$ cat src/rtl/pattern_tally_if.sv
// Handshake bundle between the sequence detector, the pattern_tally stage and
// the readout consumer. The tally block uses the slave view; whatever drives
// hit/start/cnt_ready and takes the count uses the master view.
interface pattern_tally_if #(
    parameter int CNT_W = 8
);
    logic             hit;
    logic             start;
    logic             busy;
    logic [CNT_W-1:0] cnt_out;
    logic             cnt_valid;
    logic             cnt_ready;
    logic             ovf;

    modport master (
        output hit,
        output start,
        output cnt_ready,
        input  busy,
        input  cnt_out,
        input  cnt_valid,
        input  ovf
    );

    modport slave (
        input  hit,
        input  start,
        input  cnt_ready,
        output busy,
        output cnt_out,
        output cnt_valid,
        output ovf
    );
endinterface

$ cat src/rtl/pattern_tally.sv
// pattern_tally: counts detector pulses over a fixed window of WIN_LEN clocks
// and hands the (saturating) count downstream over a valid/ready handshake.
// Optional build macro PATTERN_TALLY_EDGE_EN: count rising edges of hit
// instead of every cycle with hit high.
module pattern_tally #(
    parameter int CNT_W   = 8,
    parameter int WIN_LEN = 16
) (
    input  logic           clk,
    input  logic           rst,
    pattern_tally_if.slave bus
);
    localparam int WIN_W = $clog2(WIN_LEN);

    localparam logic [1:0] IDLE   = 2'd0;
    localparam logic [1:0] COUNT  = 2'd1;
    localparam logic [1:0] REPORT = 2'd2;

    localparam logic [CNT_W-1:0] CNT_MAX  = {CNT_W{1'b1}};
    localparam logic [WIN_W-1:0] WIN_LAST = WIN_W'(WIN_LEN - 1);

    logic [1:0]       state_reg;
    logic [CNT_W-1:0] cnt_reg;
    logic             ovf_reg;
    logic [WIN_W-1:0] win_cnt_reg;
    logic             inc;

`ifdef PATTERN_TALLY_EDGE_EN
    logic hit_q;

    // Previous-cycle hit, tracked in every state so a hit already high when
    // the window opens is not mistaken for a fresh edge.
    always_ff @(posedge clk or posedge rst) begin
        if (rst) begin
            hit_q <= 1'b0;
        end else begin
            hit_q <= bus.hit;
        end
    end

    assign inc = bus.hit & ~hit_q;
`else
    assign inc = bus.hit;
`endif

    // Window FSM: arm on start, count for WIN_LEN cycles, hold result until taken.
    always_ff @(posedge clk or posedge rst) begin
        if (rst) begin
            state_reg   <= IDLE;
            cnt_reg     <= '0;
            ovf_reg     <= 1'b0;
            win_cnt_reg <= '0;
        end else begin
            case (state_reg)
                IDLE: begin
                    if (bus.start) begin
                        state_reg   <= COUNT;
                        cnt_reg     <= '0;
                        ovf_reg     <= 1'b0;
                        win_cnt_reg <= '0;
                    end
                end
                COUNT: begin
                    if (inc) begin
                        if (cnt_reg == CNT_MAX) begin
                            ovf_reg <= 1'b1;
                        end else begin
                            cnt_reg <= cnt_reg + 1'b1;
                        end
                    end
                    // Last window cycle still counts; win_cnt parks at its max.
                    if (win_cnt_reg == WIN_LAST) begin
                        state_reg <= REPORT;
                    end else begin
                        win_cnt_reg <= win_cnt_reg + 1'b1;
                    end
                end
                REPORT: begin
                    if (bus.cnt_ready) begin
                        state_reg <= IDLE;
                    end
                end
                default: begin
                    state_reg <= IDLE;
                end
            endcase
        end
    end

    assign bus.busy      = (state_reg != IDLE);
    assign bus.cnt_valid = (state_reg == REPORT);
    assign bus.cnt_out   = cnt_reg;
    assign bus.ovf       = ovf_reg;
endmodule

$ cat src/flat_wrapper.sv
// flat-port wrapper written by rule: the top's interface ports become plain ports
module pattern_tally_flat 
#(
    parameter int CNT_W   = 8,
    parameter int WIN_LEN = 16
)
  (clk, rst, bus_hit, bus_start, bus_cnt_ready, bus_busy, bus_cnt_out, bus_cnt_valid, bus_ovf);
  pattern_tally_if #(.CNT_W(CNT_W)) bus_i ();
  input  logic clk;
  input  logic rst;
  input wire logic [$bits(bus_i.hit)-1:0] bus_hit;
  input wire logic [$bits(bus_i.start)-1:0] bus_start;
  input wire logic [$bits(bus_i.cnt_ready)-1:0] bus_cnt_ready;
  output wire logic [$bits(bus_i.busy)-1:0] bus_busy;
  output wire logic [$bits(bus_i.cnt_out)-1:0] bus_cnt_out;
  output wire logic [$bits(bus_i.cnt_valid)-1:0] bus_cnt_valid;
  output wire logic [$bits(bus_i.ovf)-1:0] bus_ovf;
  assign bus_i.hit = bus_hit;
  assign bus_i.start = bus_start;
  assign bus_i.cnt_ready = bus_cnt_ready;
  assign bus_busy = bus_i.busy;
  assign bus_cnt_out = bus_i.cnt_out;
  assign bus_cnt_valid = bus_i.cnt_valid;
  assign bus_ovf = bus_i.ovf;
  pattern_tally #(.CNT_W(CNT_W), .WIN_LEN(WIN_LEN)) u_core (.clk(clk), .rst(rst), .bus(bus_i));
endmodule
$ cat config.mk
export PLATFORM = sky130hd
export DESIGN_NAME = pattern_tally_flat
export DESIGN_NICKNAME = d
export VERILOG_FILES = /design/src/rtl/pattern_tally_if.sv /design/src/rtl/pattern_tally.sv /design/src/flat_wrapper.sv
export SDC_FILE = /design/constraint.sdc
export NUM_CORES = 1
export LEC_CHECK = 0
export ABC_AREA = 1
export BUFFER_PORTS_ARGS = -buffer_cell sky130_fd_sc_hd__buf_4
export CORE_MARGIN = 5
export CORE_UTILIZATION = 40
export CTS_BUF_LIST = sky130_fd_sc_hd__clkbuf_4
export DETAILED_ROUTE_END_ITERATION = 12
export PLACE_DENSITY = 0.62
export SYNTH_ARGS = -nofsm -noshare
export SYNTH_HDL_FRONTEND = slang
export SYNTH_SLANG_ARGS = --single-unit
$ cat constraint.sdc
create_clock -name clk -period 1.32 [get_ports clk]
set_input_delay 0 -clock clk [delete_from_list [all_inputs] [get_ports clk]]
set_output_delay 0 -clock clk [all_outputs]
set_load 0.01 [all_outputs]
==> impl_metrics.env <==
export IMPL_first_iter_violations=20
export IMPL_dpl_hpwl_mm=1.42
export IMPL_cp_start_kind="flip-flop"
export IMPL_syn_num_nets=115
export IMPL_worstPathRequired_ns=1.52
export IMPL_startpoint="u_core.bus.cnt_out[4]$_DFFE_PP0P_"
export IMPL_avgSynthCellArea_um2=7.74
export IMPL_critPathMaxFanout=5
export IMPL_finalCritPeriodShare_pct=96.6
export IMPL_critical_path_class="flip-flop to flip-flop"
export IMPL_status="finished clean"
export IMPL_globalplace_congestion=0.811
export IMPL_rr_worst_depth=7
export IMPL_wl_per_cell_um=12.0
export IMPL_antenna_found_initial=0
export IMPL_fin_util_pct=60.2
export IMPL_wirelength_mm=2.03
export IMPL_synth_area_um2=836
export IMPL_synth_top_area_cell="dfrtp_1"
export IMPL_clk_pin_slew_ns=0.10
export IMPL_synth_top_cell_area_share_pct=44.9
export IMPL_cp_end_kind="flip-flop"
export IMPL_cap_violations=0
export IMPL_r2r_end="u_core.bus.cnt_out[0]$_DFFE_PP0P_"
export IMPL_finalNetCount=151
export IMPL_grt_overflow=0
export IMPL_grt_max_degree=16
export IMPL_clk_latency_ns=0.29
export IMPL_drtAntennaViolNets=0
export IMPL_min_path_type="input port to flip-flop"
export IMPL_slew_headroom_pct=58.9
export IMPL_tightest_slew_ns=0.616
export IMPL_row_count=16
export IMPL_dieArea_um2=3100
export IMPL_ys_warn_count=0
export IMPL_cts_tree="yes"
export IMPL_area_growth_pct=42.7
export IMPL_synth_top_cells_by_area="dfrtp_1 (45%), nand2_1 (13%), inv_1 (6.7%), nand3_1 (6.6%), nor2_1 (4.9%)"
export IMPL_io_pins=16
export IMPL_tns_ns=0
export IMPL_grtUsageTotal_pct=13.7
export IMPL_ir_worst_vdd_mv=1.28
export IMPL_finalCriticalPeriod_ns=1.27
export IMPL_p_leak_uw=0.000638
export IMPL_grt_pass1_vias=743
export IMPL_ys_seq_area_share_pct=44.9
export IMPL_drive_gt1_share_pct=36.4
export IMPL_cts_num_sinks=15
export IMPL_cts_buffer_depth=2
export IMPL_r2r_slack_ns=0.05
export IMPL_grt_pass1_wl_mm=3.33
export IMPL_route_vias_total=800
export IMPL_synth_seq_cells=15
export IMPL_largest_reg_flops=8
export IMPL_power_density_nw_per_um2=1730
export IMPL_io_buffers=15
export IMPL_via_per_inst=4.71
export IMPL_initial_core_util_pct=42.2
export IMPL_r2r_start="u_core.bus.cnt_out[4]$_DFFE_PP0P_"
export IMPL_crit_arrival_ns=1.47
export IMPL_finalSetupViolCount=0
export IMPL_drcViolationCount=0
export IMPL_die_h_um=55.7
export IMPL_fmax_mhz=784
export IMPL_syn_instance_count=108
export IMPL_endpoint="u_core.bus.cnt_out[0]$_DFFE_PP0P_"
export IMPL_maxSlewViolCount=0
export IMPL_clockRootBuffer="clkbuf_4"
export IMPL_die_x_um=55.7
export IMPL_timing_final_hold_violations=0
export IMPL_skew_ns=0.00903
export IMPL_h_tree_depth=1
export IMPL_core_area_um2=1980
export IMPL_grt_setup_unrepaired="yes"
export IMPL_cts_made_buffers=3
export IMPL_dr_pass1_iters=5
export IMPL_synth_cell_types=20
export IMPL_num_antenna_cells=0
area by class of cell:
type | instances | area, µm²
well taps | 27 | 33.8
flip-flops and latches | 15 | 375
inverters | 15 | 56.3
fillers | 177 | 790
repair buffers | 31 | 241
clock buffers | 3 | 22.5
clock inverters | 1 | 5.00
multi-input cells | 78 | 458
timing repair:
action | CTS | global route
resized for setup | 1 | 12
endpoints found under the setup margin | 5 | 13
pin swaps | 0 | 4
endpoints found under the hold margin | 16 | 0
buffers inserted | 0 | 7
hold buffers | 2 | 0
cell families (layout without fill, tap and decap cells):
family / count (synthesis) / count (layout) / synth area share (%)
DFF: 15 / 15 / 44.9
buffers and inverters: 15 / 50 / 6.74
and+or+nand+nor: 66 / 66 / 38.5
adders and majority gates: 2 / 2 / 2.99
xor gates and xnor gates: 1 / 1 / 1.05
AOI/OAI and AO/OA: 9 / 9 / 5.84
cell usage in the layout (no fill, tap or decap):
master and n:
clkinv_2 1, clkbuf_4 3, nor2_1 11, nand2_2 3, nand2_1 29, nor2_4 4
xor2_1 1, nand3_2 3, dlygate4sd3_1 2, o22ai_1 1, buf_4 28, o21ai_1 2
o21bai_1 1, inv_1 14, dfrtp_1 15, nor3b_2 1, o21ai_0 3, nor2_2 2
inv_2 1, a21oi_1 2, buf_6 1, ha_2 1, nand3b_1 1, nand3_4 1
nand2_4 2, nor3_4 1, ha_1 1, nand3_1 8
critical path, stage by stage (launching register included):
cell and delay, ns:
dfrtp_1 0.40, nand2_1 0.19, nor2_4 0.20, inv_2 0.07, nor2_4 0.11, nor2_4 0.07, nor2_1 0.09, nor2_1 0.04
power by group:
group | internal (µW) | leakage (µW) | total, µW | switching [µW]
Sequential | 599 | 0.000193 | 722 | 122
Clock | 113 | 0.0000177 | 273 | 160
Combinational | 506 | 0.000427 | 1070 | 565
Total | 1220 | 0.000638 | 2070 | 847
metal layers:
metal / GRT usage (%) / part of all wire [%] / wire, µm
met2: 24.2 / 51 / 1040
met4: 5.56 / 1.6 / 33
met3: 5.10 / 5.1 / 103
met5: 0 / 0 / 0
met1: 14.7 / 42 / 856
worst min path at each step:
stage               startpoint                                end  slack [ns]  cells past startpoint
floorplan                  rst  u_core.bus.cnt_out[0]$_DFFE_PP0P_        -0.1                      1
global placement           rst  u_core.bus.cnt_out[2]$_DFFE_PP0P_        0.11                      2
detailed placement         rst  u_core.bus.cnt_out[4]$_DFFE_PP0P_        0.11                      2
CTS                  bus_start    u_core.state_reg[0]$_DFFE_PP0P_        0.05                      3
global route         bus_start    u_core.state_reg[0]$_DFFE_PP0P_        0.08                      3
finish               bus_start    u_core.state_reg[0]$_DFFE_PP0P_        0.06                      3
synth_stat cells (all sizes together):
cell	count
a21oi	2
dfrtp	15
ha	2
inv	15
nand2	34
nand3	12
nand3b	1
nor2	17
nor3	1
nor3b	1
o21ai	5
o21bai	1
o22ai	1
xor2	1
metrics by stage:
step | worst slack, ns | total power [µW] | area (µm²) | std cells | hold slack [ns]
floorplan | 0.0245 | 1250 | 836 | 108 | -0.0985
finish | 0.0451 | 2070 | 1190 | 170 | 0.0598
detailed placement | -0.0325 | 1620 | 1030 | 157 | 0.109
global route | -0.0571 | 2240 | 1190 | 170 | 0.0765
CTS | 0.00335 | 1910 | 1090 | 163 | 0.0495
global placement | -0.0121 | 1570 | 1030 | 157 | 0.106
Power figures use the tool's default switching activity.
